`config.mk`:
```
export PLATFORM = sky130hd
export DESIGN_NAME = mul8_seq_ctrl
export DESIGN_NICKNAME = d
export VERILOG_FILES = /design/src/rtl/mul_pkg.sv /design/src/rtl/mul4_comb.sv /design/src/rtl/mul8_seq_ctrl.sv
export SDC_FILE = /design/constraint.sdc
export NUM_CORES = 1
export LEC_CHECK = 0
export ABC_AREA = 1
export CAP_MARGIN = 20
export CELL_PAD_IN_SITES_DETAIL_PLACEMENT = 1
export CELL_PAD_IN_SITES_GLOBAL_PLACEMENT = 1
export CORE_ASPECT_RATIO = 1.4
export CORE_MARGIN = 1
export CORE_UTILIZATION = 45
export CTS_BUF_LIST = sky130_fd_sc_hd__clkbuf_8
export DETAILED_ROUTE_END_ITERATION = 8
export GPL_TIMING_DRIVEN = 0
export PLACE_DENSITY = 0.92
export SYNTH_ARGS = -nofsm -noshare
export SYNTH_HDL_FRONTEND = slang
export SYNTH_SLANG_ARGS = --single-unit
```
`constraint.sdc`:
```
create_clock -name clk -period 13.7 [get_ports clk]
set_input_delay 2.055 -clock clk [delete_from_list [all_inputs] [get_ports clk]]
set_output_delay 2.055 -clock clk [all_outputs]
set_load 0.005 [all_outputs]
```
`src/rtl/mul_pkg.sv`:
```
// rtl/mul_pkg.sv - shared types and constants for the sequential 8x8 multiplier
package mul_pkg;

    typedef enum logic [1:0] {
        IDLE = 2'd0,
        CALC = 2'd1,
        DONE = 2'd2
    } state_t;

    localparam int DIGIT_W = 4;
    localparam int OP_W    = 8;
    localparam int PROD_W  = 16;

    localparam logic [3:0] SHIFT_S0 = 4'd0;
    localparam logic [3:0] SHIFT_S1 = 4'd4;
    localparam logic [3:0] SHIFT_S2 = 4'd4;
    localparam logic [3:0] SHIFT_S3 = 4'd8;

    function automatic logic [3:0] step_shift(input logic [1:0] step);
        case (step)
            2'd0:    step_shift = SHIFT_S0;
            2'd1:    step_shift = SHIFT_S1;
            2'd2:    step_shift = SHIFT_S2;
            default: step_shift = SHIFT_S3;
        endcase
    endfunction

endpackage

```
`src/rtl/mul4_comb.sv`:
```
// rtl/mul4_comb.sv - unsigned 4x4 combinational array multiplier
module mul4_comb
    import mul_pkg::*;
(
    input  logic [DIGIT_W-1:0]   a,
    input  logic [DIGIT_W-1:0]   b,
    output logic [2*DIGIT_W-1:0] p
);

    // One shifted row of the array per multiplier bit.
    always_comb begin
        p = '0;
        for (int i = 0; i < DIGIT_W; i++) begin
            if (b[i]) begin
                p = p + ({{DIGIT_W{1'b0}}, a} << i);
            end
        end
    end

endmodule

```
`src/rtl/mul8_seq_ctrl.sv`:
```
// rtl/mul8_seq_ctrl.sv - 8x8 multiply sequenced over four passes of one 4x4 multiplier
module mul8_seq_ctrl
    import mul_pkg::*;
(
    input  logic              clk,
    input  logic              rst_n,
    input  logic              start,
    input  logic [OP_W-1:0]   a,
    input  logic [OP_W-1:0]   b,
    output logic              busy,
    output logic              done,
    output logic [PROD_W-1:0] p
);

    state_t              state_q;
    state_t              state_d;
    logic [1:0]          step_q;
    logic [OP_W-1:0]     a_q;
    logic [OP_W-1:0]     b_q;
    logic [PROD_W-1:0]   acc_q;
    logic [PROD_W-1:0]   p_q;

    logic [DIGIT_W-1:0]   mul_a;
    logic [DIGIT_W-1:0]   mul_b;
    logic [2*DIGIT_W-1:0] pp;
    logic [PROD_W-1:0]    pp_shifted;
    logic [PROD_W-1:0]    sum;

    // step[0] picks the high nibble of a, step[1] the high nibble of b.
    assign mul_a = step_q[0] ? a_q[7:4] : a_q[3:0];
    assign mul_b = step_q[1] ? b_q[7:4] : b_q[3:0];

    mul4_comb u_mul4 (
        .a (mul_a),
        .b (mul_b),
        .p (pp)
    );

    assign pp_shifted = {{(PROD_W-2*DIGIT_W){1'b0}}, pp} << step_shift(step_q);
    assign sum        = acc_q + pp_shifted;

    always_comb begin
        state_d = state_q;
        case (state_q)
            IDLE:    if (start) state_d = CALC;
            CALC:    if (step_q == 2'd3) state_d = DONE;
            DONE:    state_d = IDLE;
            default: state_d = IDLE;
        endcase
    end

    always_ff @(posedge clk) begin
        if (!rst_n) begin
            state_q <= IDLE;
            step_q  <= 2'd0;
            a_q     <= '0;
            b_q     <= '0;
            acc_q   <= '0;
            p_q     <= '0;
        end else begin
            state_q <= state_d;
            case (state_q)
                IDLE: begin
                    if (start) begin
                        a_q    <= a;
                        b_q    <= b;
                        acc_q  <= '0;
                        step_q <= 2'd0;
                    end
                end
                CALC: begin
                    acc_q <= sum;
                    if (step_q == 2'd3) begin
                        p_q <= sum;
                    end else begin
                        step_q <= step_q + 2'd1;
                    end
                end
                default: ;
            endcase
        end
    end

    assign busy = (state_q != IDLE);
    assign done = (state_q == DONE);
    assign p    = p_q;

endmodule

```
Yosys cells after proc, flatten, opt, wreduce, memory -nomap -nowiden
Index checks and enable logic that the tools add are counted.
- register bits after elaboration: 52
- logic and storage cells: 45
- $add $sub $neg: 5
- equality and inequality tests: 8
- shift-type cells: 1
- muxes and demuxes: 15
- reduce and logical (&&, ||, !) cells: 10
- operators with widths (cell ; number):
    case mux 16 bit (2 select lines) ; 1
    two-way mux 8 bit ; 3
    adder 16 bit ; 1
    two-way mux 16 bit ; 1
    << shifter 8 x 4 -> 16 bit ; 1
    two-way mux 4 bit ; 3
    adder 8 x 5 -> 8 bit ; 1
    adder 8 x 6 -> 8 bit ; 1
    adder 8 x 7 -> 8 bit ; 1
    two-way mux 2 bit ; 4
    case mux 2 bit (2 select lines) ; 2
    case mux 4 bit (2 select lines) ; 1
    AND reduction 2 bit ; 4
    == test 2 bit (second input constant) ; 3
    != test 2 bit (second input constant) ; 3
    == test 2 x 1 -> 1 bit (second input constant) ; 2
    zero test 2 bit ; 2
    nonzero test 2 bit ; 2
    AND reduction 3 bit ; 1
    adder 2 x 1 -> 2 bit (second input constant) ; 1
    OR reduction 2 bit ; 1

Logic depth before layout (Yosys ltp)
Gate-level depths: netlist of the first run.
- word-level depth: 11
- gate-level depth with buffers: 48
- mapped depth without buffers: 47

Cells and area by module
A second synthesis of the first run with hierarchy kept.
- cells, all modules: 576
- area total of the unflattened synthesis: 3681.0 um^2
- by module, submodules not included (module ; instances ; cells an instance ; area an instance (um^2) ; sequential area each (um^2)):
    mul8_seq_ctrl ; 1 ; 477 ; 3075.4 ; 1041.0
    mul4_comb ; 1 ; 99 ; 605.6 ; 0.0

Worst setup path after synthesis of the first run
No wires, ideal clock.
- path type: reg-to-reg
- start point: register step_q[0]
- end point: register p_q[15], in the netlist p[15]
- setup time: 0.109 ns
- arrival: 4.833 ns
- required time: 13.591 ns
- setup slack: 8.758 ns
- stages on the path, launching flop included: 45
- path buffers: 0
- clock period less this slack: 4.942 ns
- path through: dfxtp_1 > inv_2 > nand2_2 > nand2_4 > inv_2 > nor2_1 > ha_1 > ha_1 > inv_1 > nand2_1 > nand2_2 > nand3_2 > nand2_1 > nand2_2 > nand2_1 > inv_2 > ha_1 > nor2_4 > [... 9 more ...] > xor2_1 > nand2_1 > nand3_1 > a21oi_1 > ha_1 > nand2_1 > inv_1 > nand4_1 > o211ai_1 > a21boi_0 > o21ai_0 > nand2_1 > o21ai_0 > nand3_1 > nand2_1 > nand2_1 > nand2_1 > inv_1
- word-level cells in the longest chain between the ends: 10
- ends and longest elaborated chain (item ; line ; RTL):
    from (decl) ; mul8_seq_ctrl.sv:17 ; logic [1:0] step_q;
    from (signal assigned) ; mul8_seq_ctrl.sv:76 ; step_q <= step_q + 2'd1;
    two-way mux 4 bit ; mul8_seq_ctrl.sv:30 ; assign mul_a = step_q[0] ? a_q[7:4] : a_q[3:0];
    two-way mux 4 bit ; mul4_comb.sv:14 ; if (b[i]) begin
    adder 8 x 5 -> 8 bit ; mul4_comb.sv:15 ; p = p + ({{DIGIT_W{1'b0}}, a} << i);
    two-way mux 8 bit ; mul4_comb.sv:14 ;
    adder 8 x 6 -> 8 bit ; mul4_comb.sv:15 ;
    two-way mux 8 bit ; mul4_comb.sv:14 ;
    adder 8 x 7 -> 8 bit ; mul4_comb.sv:15 ;
    two-way mux 8 bit ; mul4_comb.sv:14 ;
    << shifter 8 x 4 -> 16 bit ; mul8_seq_ctrl.sv:39 ; assign pp_shifted = {{(PROD_W-2*DIGIT_W){1'b0}}, pp} << step_shift(step_q);
    adder 16 bit ; mul8_seq_ctrl.sv:40 ; assign sum = acc_q + pp_shifted;
    to (signal assigned) ; mul8_seq_ctrl.sv:74 ; p_q <= sum;
    to (decl) ; mul8_seq_ctrl.sv:21 ; logic [PROD_W-1:0] p_q;
Several ways; a longest one is shown, not always the timed one.
A chain may end at the register's enable or synchronous reset.

Worst setup path after layout of the first run
Same ends and word-level chain as after synthesis.

==> impl_results.md, run 1 <==
- Yosys reg bits: 52
- Synth Net Count: 553
- Clk buf depth: 2
- Clk root buf: clkbuf_8
- Fin cells: 647
- GR Util All Layers: 26.2%
- Via density: approximately 5.3
- Synth area leaders: dfxtp_1, nand2_1, ha_1
- Grt ovf: 0
- Inserted Clock Buffers: 5
- Most frequent CP cell: nand2_1
- Final setup fails: 0
- Worst setup EP type: flop
- Buffers on Ports: 36
- Post-Synthesis Cells: roughly 510
- Post-synth top area cell: dfxtp_1
- Hold Path Class: flop to flop
- Hold-fix buffers, CTS: 0
- Least-Margin Pin Slew: between 500 and 600 ps
- Synthesized area: about 3400 sq um
- Slew Limit Fails: 0
- Ant. Diodes: 0
- Sequential-to-total area share from yosys stat: 30.4%
- Hold Violations, Final: 0
- Die Footprint: 7970 sq um
- CP Class: flop to flop
- Post-route ant nets: 0
- Final net count: 596
- Final Skew: 10.7 ps
- Wire per inst: 15.2 microns
- Pwr/cell area: 86.9 nW/um^2
- Post-synth top area share: 30.4%
- Initial core utilization: 46.5%
- Layout area overhead: 16.6%
- Routed vias: roughly 3400
- Crit path DAT: 6290 ps
- GPL Wtd Cong: 0.945
- WP data required: 13940 ps
- Final-layout fill cell count: 1014
- Crit start category: flop
- Critical Path Max Stage Delay: around 500 ps
- Fmax: 165 MHz
- Rows: 37
- Chip height: ~110 microns
- Largest net degree at the start of global routing: 17
- H-tree Lvls: 2
- Total Wirelength: 9840 microns
- CTS tree: built
- Slowest-stage cell, CP: dfxtp_1
- Avg Inst Size Synth: 6.77 sq um
- Share of post-route cells with drive strength above 1: 7.64%
- Drt pass-1 iters: 4
- Clk Latency, worst-skew pair: approximately 330 ps
- Vias in the first global route: 3595
- DRC violations left: 0
- Initial DRC Count: 100
- Crit-path max FO: 8
- Die Wd: 75.7 microns
- Setup Fix Bufs, Post-CTS: 0
- Final worst-path cycle share: 44.2%
- Max-slew headroom: 60.6%
- Placed Cells: 639
- Core area: 7360 sq um
- Max-cap violation count: 0
- Commonest cells after routing, fill and taps aside: nand2_1, inv_1, nor2_1
- Peak supply drop: 66.0 uV
- Num ports: 37
- Reg clk slew, reported paths: approximately 110 ps
- Minimum clock period: 6050 ps
- Most common cell after layout, fill and taps aside: nand2_1
- Initial antenna violation count: 0
- Ys Warns: 0
- First-pass GRT wire length: 15900 microns
- DP HPWL: 7890 microns
- CTS Sinks: 52
- RSZ-0062 raised after global routing: no
- Area of the multi-input gates: 2090 sq um
- Lkg Pwr: between 0.0015 and 0.002 uW
- Fin Setup TNS: 0 ps
- Count of cell types in the netlist: 32
- Register area: roughly 1000 sq um
- Outcome: finished, final reports clean
- PostCTS Resize Cnt: 0
registers in the layout, summed over array words and instances (netlist names):
| register | flops |
|---|---|
| acc_q | 16 |
| a_q | 8 |
| b_q | 8 |
| p | 16 |
| step_q | 2 |
| state_q | 2 |
path summary, 6_finish.rpt:
path	startpoint	endpoint	slack, ps	cells after the start
max	step_q[0]$_SDFFE_PN0P_	p[15]$_SDFFE_PN0P_	7650	44
min	p[12]$_SDFFE_PN0P_	p[12]$_SDFFE_PN0P_	470	2
max reg2reg	step_q[0]$_SDFFE_PN0P_	p[15]$_SDFFE_PN0P_	7650	44
min reg2reg	p[12]$_SDFFE_PN0P_	p[12]$_SDFFE_PN0P_	470	2
stage by stage:
stage          power [uW]  utilization, %  area, sq um  worst slack [ps]  hold WS (ps)
3_3_place_gp          253            53.1         3910              7860           435
4_1_cts               349            54.2         3990              7620           474
3_5_place_dp          257            53.1         3910              7640           459
6_report              347            54.2         3990              7650           470
5_1_grt               365            54.2         3990              7070           489
2_1_floorplan         229               -         3420              8760           425
report_power, final:
part           switching [uW]  internal [uW]
Combinational            60.5           32.1
Clock                    57.0           35.9
Sequential               4.11            157
Total                     122            225
routing by layer:
metal  vias up  GRT usage [%]  routed length (microns)
met4         0           12.4                      374
met3        27           4.05                      241
met2        52           48.6                     5310
li1       1719              -                        -
met1      1649           27.3                     3910
met5         -              0                        0
cell usage after synthesis:
| master | number |
|---|---|
| o21bai_1 | 10 |
| nand2_1 | 120 |
| nor2_1 | 53 |
| nand4_1 | 2 |
| o31ai_1 | 1 |
| nor2_4 | 1 |
| fa_1 | 2 |
| a21boi_0 | 1 |
| dfxtp_1 | 52 |
| o211ai_1 | 2 |
| clkinv_1 | 2 |
| clkbuf_1 | 12 |
| o21a_1 | 3 |
| a31oi_1 | 1 |
| xnor2_1 | 6 |
| buf_1 | 1 |
| inv_2 | 6 |
| a21boi_1 | 1 |
| inv_1 | 54 |
| nand2_4 | 4 |
| ha_1 | 26 |
| o21ai_0 | 38 |
| o21ai_2 | 3 |
| xor2_1 | 8 |
| a21oi_1 | 48 |
| nand3_1 | 23 |
| buf_4 | 1 |
| o21ai_1 | 4 |
| nand3_2 | 6 |
| o22ai_1 | 1 |
| or2_2 | 3 |
| nand2_2 | 11 |
kinds of logic after synthesis:
family | Yosys count | synth area share [%]
buffers and inverters | 76 | 8.44
AO/OA/AOI/OAI | 113 | 18.2
AND/OR/NAND/NOR | 223 | 28.7
adder cells (fa/ha/maj) | 28 | 10.7
flip-flops | 52 | 30.4
XOR/XNOR | 14 | 3.58
critical path: cells and delay by family, from the launching register on:
family / cells / cell delay [ps]
AO/OA/AOI/OAI: 6 / 1240
AND/OR/NAND/NOR: 24 / 2250
buffers and inverters: 8 / 550
flip-flops: 1 / 500
adder cells (fa/ha/maj): 5 / 1250
XOR/XNOR: 1 / 170
area by class of cell:
| class | count | area share, % |
|---|---|---|
| Clock inverter | 3 | 0.439 |
| Inverter | 62 | 5.83 |
| Multi-Input combinational cell | 378 | 52.4 |
| Timing Repair Buffer | 36 | 9.03 |
| Clock buffer | 5 | 1.72 |
| Sequential cell | 52 | 26.1 |
| Tap cell | 97 | 3.04 |
| Buffer | 14 | 1.41 |
Power figures use the tool's default switching activity.
==> run 2, diff against run 1 <==
--- a/config.mk
+++ b/config.mk
@@ -11,11 +11,11 @@
 export CELL_PAD_IN_SITES_GLOBAL_PLACEMENT = 1
 export CORE_ASPECT_RATIO = 1.4
 export CORE_MARGIN = 1
-export CORE_UTILIZATION = 45
+export CORE_UTILIZATION = 42
 export CTS_BUF_LIST = sky130_fd_sc_hd__clkbuf_8
 export DETAILED_ROUTE_END_ITERATION = 8
 export GPL_TIMING_DRIVEN = 0
-export PLACE_DENSITY = 0.92
+export PLACE_DENSITY = 0.87
 export SYNTH_ARGS = -nofsm -noshare
 export SYNTH_HDL_FRONTEND = slang
 export SYNTH_SLANG_ARGS = --single-unit
==> constraint.sdc (replaced) <==
create_clock -name clk -period 6.2 [get_ports clk]
set_input_delay 0.93 -clock clk [delete_from_list [all_inputs] [get_ports clk]]
set_output_delay 0.93 -clock clk [all_outputs]
set_load 0.005 [all_outputs]
==> run 2 against run 1 <==
Against the previous run: cell count rose by 0.77%; global-route usage fell by 0.57 points; combinational power rose by 130%; clock power increased to 2.7 times the previous value; sequential share of layout area shrank 0.36 points; utilization decreased by 2.6 points; critical endpoint is now acc_q[14]$_SDFFE_PN0P_; highest routed layer unchanged; largest power group unchanged; flip-flop and latch count is the same; setup slack got worse by 7100 ps; clock skew fell by 5.3 ps.
==> impl_results.md, run 2 (synthesized netlist as in run 1, its figures left out) <==
- Area of the multi-input gates: 2110 sq um (was 2090 sq um)
- Register area: 1040 sq um (about the same)
- CTS tree: built (unchanged)
- Crit path DAT: 5930 ps (was 6290 ps)
- Final Skew: 5.42 ps (was 10.7 ps)
- Reg clk slew, reported paths: 110 ps (about the same)
- Crit-path max FO: 9 (was 8)
- Share of post-route cells with drive strength above 1: 8.70% (was 7.64%)
- GR Util All Layers: 25.6% (was 26.2%)
- Lkg Pwr: 0.00189 uW (was 0.00187 uW)
- Drt pass-1 iters: 4 (unchanged)
- Ant. Diodes: 0 (unchanged)
- CTS Sinks: 52 (unchanged)
- Final worst-path cycle share: 91.5% (was 44.2%)
- Clk buf depth: 2 (unchanged)
- Hold Violations, Final: 0 (unchanged)
- Least-Margin Pin Slew: 621 ps (was 591 ps)
- Core area: 7850 sq um (was 7360 sq um)
- Slowest-stage cell, CP: ha_2 (was dfxtp_1)
- Largest net degree at the start of global routing: 17 (unchanged)
- Slew Limit Fails: 0 (unchanged)
- Final net count: 598 (was 596)
- Initial antenna violation count: 0 (unchanged)
- Clk Latency, worst-skew pair: 320 ps (was 330 ps)
- Max-slew headroom: 58.2% (was 60.6%)
- Place WS: 274 ps (was 7640 ps)
- Post-layout util: 51.6% (was 54.2%)
- Most frequent CP cell: nand2_1 (unchanged)
- Routed vias: 3480 (was 3447)
- Inserted Clock Buffers: 5 (unchanged)
- DRC violations left: 0 (unchanged)
- CP Class: flop to flop (unchanged)
- Die Footprint: 8520 sq um (was 7970 sq um)
- Clk root buf: clkbuf_8 (unchanged)
- Grt ovf: 0 (unchanged)
- Flop pwr share: 43.6% (was 46.5%)
- Pwr/cell area: 202 nW/um^2 (was 86.9 nW/um^2)
- Clock power frac: 30.6% (was 26.8%)
- Most common cell after layout, fill and taps aside: nand2_1 (unchanged)
- Rows: 38 (was 37)
- Post-route ant nets: 0 (unchanged)
- Buffers on Ports: 36 (unchanged)
- Critical Path Max Stage Delay: 400 ps (was 500 ps)
- H-tree Lvls: 2 (unchanged)
- Total Wirelength: 10300 microns (was 9840 microns)
- Crit start category: flop (unchanged)
- Psw: 277 uW (was 122 uW)
- Final-layout fill cell count: 1066 (was 1014)
- Wire per inst: 15.8 microns (was 15.2 microns)
- Die Wd: 78.3 microns (was 75.7 microns)
- DP HPWL: 7810 microns (was 7890 microns)
- Switch share: 33.8% (was 35.1%)
- Peak supply drop: 179 uV (was 66.0 uV)
- Crit path setup slack, layout: 529 ps (was 7650 ps)
- Minimum clock period: 5670 ps (was 6050 ps)
- GPL Wtd Cong: 0.931 (was 0.945)
- Max-cap violation count: 0 (unchanged)
- Hold-fix buffers, CTS: 0 (unchanged)
- Final setup fails: 0 (unchanged)
- Vias in the first global route: 3730 (was 3595)
- Fmax: 176 MHz (was 165 MHz)
- Hold Path Class: flop to flop (unchanged)
- Outcome: finished, final reports clean (unchanged)
- Worst setup EP type: flop (unchanged)
- First-pass GRT wire length: 17100 microns (was 15900 microns)
- Initial core utilization: 43.6% (was 46.5%)
- Commonest cells after routing, fill and taps aside: nand2_1, inv_1, nor2_1 (unchanged)
- Internal power: 542 uW (was 225 uW)
- Logic pwr share: 25.8% (was 26.7%)
- WP data required: 6450 ps (was 13940 ps)
- Initial DRC Count: 101 (was 100)
- Via density: 5.34 (was 5.33)
- Layout area overhead: 18.3% (was 16.6%)
- Chip height: 109 microns (was 105 microns)
- Design Power: 819 uW (was 347 uW)
- Num ports: 37 (unchanged)
-- run 2: cell type report --
| type | instances | share of cell area (%) |
|---|---|---|
| Buffer | 14 | 1.39 |
| Clock buffer | 5 | 1.70 |
| Clock inverter | 3 | 1.05 |
| Inverter | 62 | 5.74 |
| Multi-Input combinational cell | 378 | 52.0 |
| Sequential cell | 52 | 25.7 |
| Tap cell | 100 | 3.09 |
| Timing Repair Buffer | 38 | 9.26 |
-- run 2: metrics by stage --
| step | hold slack (ps) | TNS (ps) | area, sq um | cells |
|---|---|---|---|---|
| 6_report | 473 | 0 | 4050 | 652 |
| 5_1_grt | 494 | -35.0 | 4050 | 652 |
| 4_1_cts | 477 | 0 | 4020 | 650 |
| 3_5_place_dp | 461 | 0 | 3910 | 642 |
| 3_3_place_gp | 440 | 0 | 3910 | 642 |
| 2_1_floorplan | 425 | 0 | 3420 | 506 |
-- run 2: worst paths after layout --
path                            depth (start not counted)                    from                     end  slack, ps
worst min-delay path                                    2       p[2]$_SDFFE_PN0P_       p[2]$_SDFFE_PN0P_        470
worst max register to register                         44  step_q[1]$_SDFFE_PN0P_  acc_q[14]$_SDFFE_PN0P_        530
worst max-delay path                                   44  step_q[1]$_SDFFE_PN0P_  acc_q[14]$_SDFFE_PN0P_        530
worst min register to register                          2       p[2]$_SDFFE_PN0P_       p[2]$_SDFFE_PN0P_        470
-- run 2: power groups by stage --
stage | logic, uW | registers [uW] | clock network [uW]
after detailed placement | 204 | 364 | 0
after global routing | 238 | 358 | 262
after CTS | 209 | 357 | 253
after global placement | 195 | 363 | 0
final | 211 | 357 | 251
after floorplan | 144 | 362 | 0
-- run 2: routing by layer --
layer	up-vias	part of all wire (%)	track usage [%]
met5	-	0	0
met4	0	2.4	9.52
li1	1723	-	-
met2	42	56	52.9
met1	1689	40	25.4
met3	26	1.8	3.10
-- run 2: what timing repair did --
action | 4_1_cts | 5_1_grt
resized for setup | 0 | 9
setup buffers | 0 | 2
setup endpoints to repair | 0 | 10
-- run 2: worst max-delay path: cells and delay by family (launching register included) --
family	cells	cell delay [ps]
AOI/OAI and AO/OA	6	950
DFF	1	350
xor gates and xnor gates	2	370
buffers and inverters	7	510
adders and majority gates	5	1270
and+or+nand+nor	24	2190
==> run 3, diff against run 2 <==
--- a/config.mk
+++ b/config.mk
@@ -7,7 +7,7 @@
 export LEC_CHECK = 0
 export ABC_AREA = 1
 export CAP_MARGIN = 20
-export CELL_PAD_IN_SITES_DETAIL_PLACEMENT = 1
+export CELL_PAD_IN_SITES_DETAIL_PLACEMENT = 0
 export CELL_PAD_IN_SITES_GLOBAL_PLACEMENT = 1
 export CORE_ASPECT_RATIO = 1.4
 export CORE_MARGIN = 1
==> run 3 against run 2 <==
Against the previous run: via count shrank 5.5%; flip-flop and latch count unchanged; maximum frequency rose by 2.8%; design area fell by 1.2%; cell count shrank 0.15%; global-route usage is 4.0 points lower; critical path type unchanged; largest power group unchanged; largest cell class unchanged.
==> impl_results.md, run 3 (synthesized netlist as in run 1, its figures left out) <==
- Outcome: finished, final reports clean (unchanged)
- Final net count: 597 (was 598)
- Most common cell after layout, fill and taps aside: nand2_1 (unchanged)
- WP data required: 6430 ps (was 6450 ps)
- Layout area overhead: 17.0% (was 18.3%)
- Num ports: 37 (unchanged)
- Minimum clock period: 5520 ps (was 5670 ps)
- Met1 GRT Util: 24.0% (was 25.4%)
- Chip height: 109 microns (unchanged)
- Place WS: 341 ps (was 274 ps)
- Setup slack, reg-to-reg: 680 ps (was 530 ps)
- Clk buf depth: 2 (unchanged)
- Worst setup EP type: flop (unchanged)
- Routed vias: 3289 (was 3480)
- Hold Crit Depth: 2 (unchanged)
- Crit path DAT: 5750 ps (was 5930 ps)
- Inserted Clock Buffers: 5 (unchanged)
- Crit start category: flop (unchanged)
- Reg2reg end: p[15]$_SDFFE_PN0P_ (was acc_q[14]$_SDFFE_PN0P_)
- R2r worst-path depth: 45 (was 44)
- Hold_sp: b_q[3]$_SDFFE_PN0P_ (was p[2]$_SDFFE_PN0P_)
- Least-Margin Pin Slew: 576 ps (was 621 ps)
- Max-cap violation count: 0 (unchanged)
- Clk Latency, worst-skew pair: 320 ps (about the same)
- Post-route ant nets: 0 (unchanged)
- R2R Path Start: step_q[1]$_SDFFE_PN0P_ (unchanged)
- Peak supply drop: 179 uV (about the same)
- Post-layout util: 51.0% (was 51.6%)
- Flop pwr share: 47.3% (was 43.6%)
- Logic pwr share: 26.3% (was 25.8%)
- GR peak layer: met2 (unchanged)
- Buffers on Ports: 36 (unchanged)
- Final worst-path cycle share: 89.0% (was 91.5%)
- Rows: 38 (unchanged)
- H-tree Lvls: 2 (unchanged)
- Via density: 5.05 (was 5.34)
- Core area: 7850 sq um (unchanged)
- Pwr/cell area: 188 nW/um^2 (was 202 nW/um^2)
- Final setup fails: 0 (unchanged)
- Fmax: 181 MHz (was 176 MHz)
- Largest net degree at the start of global routing: 17 (unchanged)
- Die Wd: 78.3 microns (unchanged)
- DP HPWL: 6660 microns (was 7810 microns)
- Grt ovf: 0 (unchanged)
- Hold Path Class: flop to flop (unchanged)
- CTS Sinks: 52 (unchanged)
- Slowest-stage cell, CP: ha_1 (was ha_2)
- Fin Setup TNS: 0 ps (unchanged)
- Met3 usage: 3.10% (unchanged)
- Crit-path max FO: 9 (unchanged)
- Reg clk slew, reported paths: 100 ps (was 110 ps)
- First-pass GRT wire length: 14300 microns (was 17100 microns)
- Vias in the first global route: 3181 (was 3730)
- Most frequent CP cell: nand2_1 (unchanged)
- Setup crit start: step_q[1]$_SDFFE_PN0P_ (unchanged)
- Ant. Diodes: 0 (unchanged)
- Max-slew headroom: 61.2% (was 58.2%)
- Total Wirelength: 8440 microns (was 10300 microns)
- Slew Limit Fails: 0 (unchanged)
- CP Class: flop to flop (unchanged)
- Psw: 255 uW (was 277 uW)
- Die Footprint: 8520 sq um (unchanged)
- Final Skew: 11.5 ps (was 5.42 ps)
- GR Util All Layers: 21.6% (was 25.6%)
- Share of post-route cells with drive strength above 1: 7.99% (was 8.70%)
- Hold_ws: 460 ps (was 473 ps)
- Initial DRC Count: 124 (was 101)
- Hold-fix buffers, CTS: 0 (unchanged)
- WP buf/inv: 9 (was 7)
- CTS tree: built (unchanged)
- M2 GR Usage: 40.2% (was 52.9%)
- Initial antenna violation count: 0 (unchanged)
- Initial core utilization: 43.6% (unchanged)
- Clk root buf: clkbuf_8 (unchanged)
- Wire per inst: 13.0 microns (was 15.8 microns)
- Internal power: 498 uW (was 542 uW)
- Hold Violations, Final: 0 (unchanged)
- Crit path setup slack, layout: 682 ps (was 529 ps)
- GPL Wtd Cong: 0.931 (unchanged)
- WHS Endpoint: b_q[3]$_SDFFE_PN0P_ (was p[2]$_SDFFE_PN0P_)
- DRC violations left: 0 (unchanged)
- Drt pass-1 iters: 4 (unchanged)
- Clock power frac: 26.4% (was 30.6%)
- Critical Path Max Stage Delay: 390 ps (was 400 ps)
- Switch share: 33.9% (was 33.8%)
- Lkg Pwr: 0.00188 uW (was 0.00189 uW)
- RSZ-0062 raised after global routing: no
- Commonest cells after routing, fill and taps aside: nand2_1, inv_1, nor2_1 (unchanged)
- Cell family with most CP delay: simple AND/OR/NAND/NOR gates (unchanged)
[run 3: changes by cell type in the layout (fill, tap and decap cells not counted), sizes merged]
| cell | change |
|---|---|
| bufinv | -1 |
| buf | -1 |
| clkinv | +1 |
[run 3: area by class of cell]
| class | count | area [sq um] |
|---|---|---|
| Multi-Input combinational cell | 378 | 2090 |
| Buffer | 14 | 56.3 |
| Timing Repair Buffer | 37 | 368 |
| Clock inverter | 3 | 17.5 |
| Clock buffer | 5 | 68.8 |
| Inverter | 62 | 233 |
| Fill cell | 826 | 3840 |
| Sequential cell | 52 | 1040 |
| Tap cell | 100 | 125 |
[run 3: worst max path at each step]
stage               slack [ps]                 end  cells past startpoint
detailed placement         340  p[15]$_SDFFE_PN0P_                     44
global placement           400  p[15]$_SDFFE_PN0P_                     44
finish                     680  p[15]$_SDFFE_PN0P_                     45
CTS                        310  p[15]$_SDFFE_PN0P_                     44
global route                70  p[15]$_SDFFE_PN0P_                     46
floorplan                 1260  p[15]$_SDFFE_PN0P_                     44
[run 3: stage by stage]
step                      cells  power, uW  instance area [sq um]
after detailed placement    642        562                   3910
final                       651        752                   4000
after CTS                   650        760                   4000
after global routing        651        799                   4000
after global placement      642        559                   3910
after floorplan             506        506                   3420
[run 3: power groups by stage]
stage | clock network (uW) | registers [uW] | logic (uW)
after floorplan | 0 | 362 | 144
after global placement | 0 | 363 | 195
after detailed placement | 0 | 364 | 198
after CTS | 205 | 356 | 199
after global routing | 218 | 358 | 223
final | 198 | 356 | 198
[run 3: timing repair]
| action | CTS | global route |
|---|---|---|
| setup buffers | 0 | 1 |
| setup endpoints to repair | 0 | 4 |
| gates resized for setup | 0 | 4 |
[run 3: routing by layer]
| metal | routed length [microns] | share of wire [%] | up-vias |
|---|---|---|---|
| met5 | 0 | 0 | - |
| met4 | 265 | 3.1 | 0 |
| met3 | 259 | 3.1 | 17 |
| met2 | 4340 | 51 | 52 |
| met1 | 3570 | 42 | 1499 |
| li1 | - | - | 1721 |
[run 3: worst reg2reg max path: cells and delay by family (launching register included)]
family	cells	cell delay (ps)
simple gates	24	2110
fa+ha+maj	5	1230
compound gates	6	950
buf+inv	9	620
flops	1	350
xor+xnor	1	170
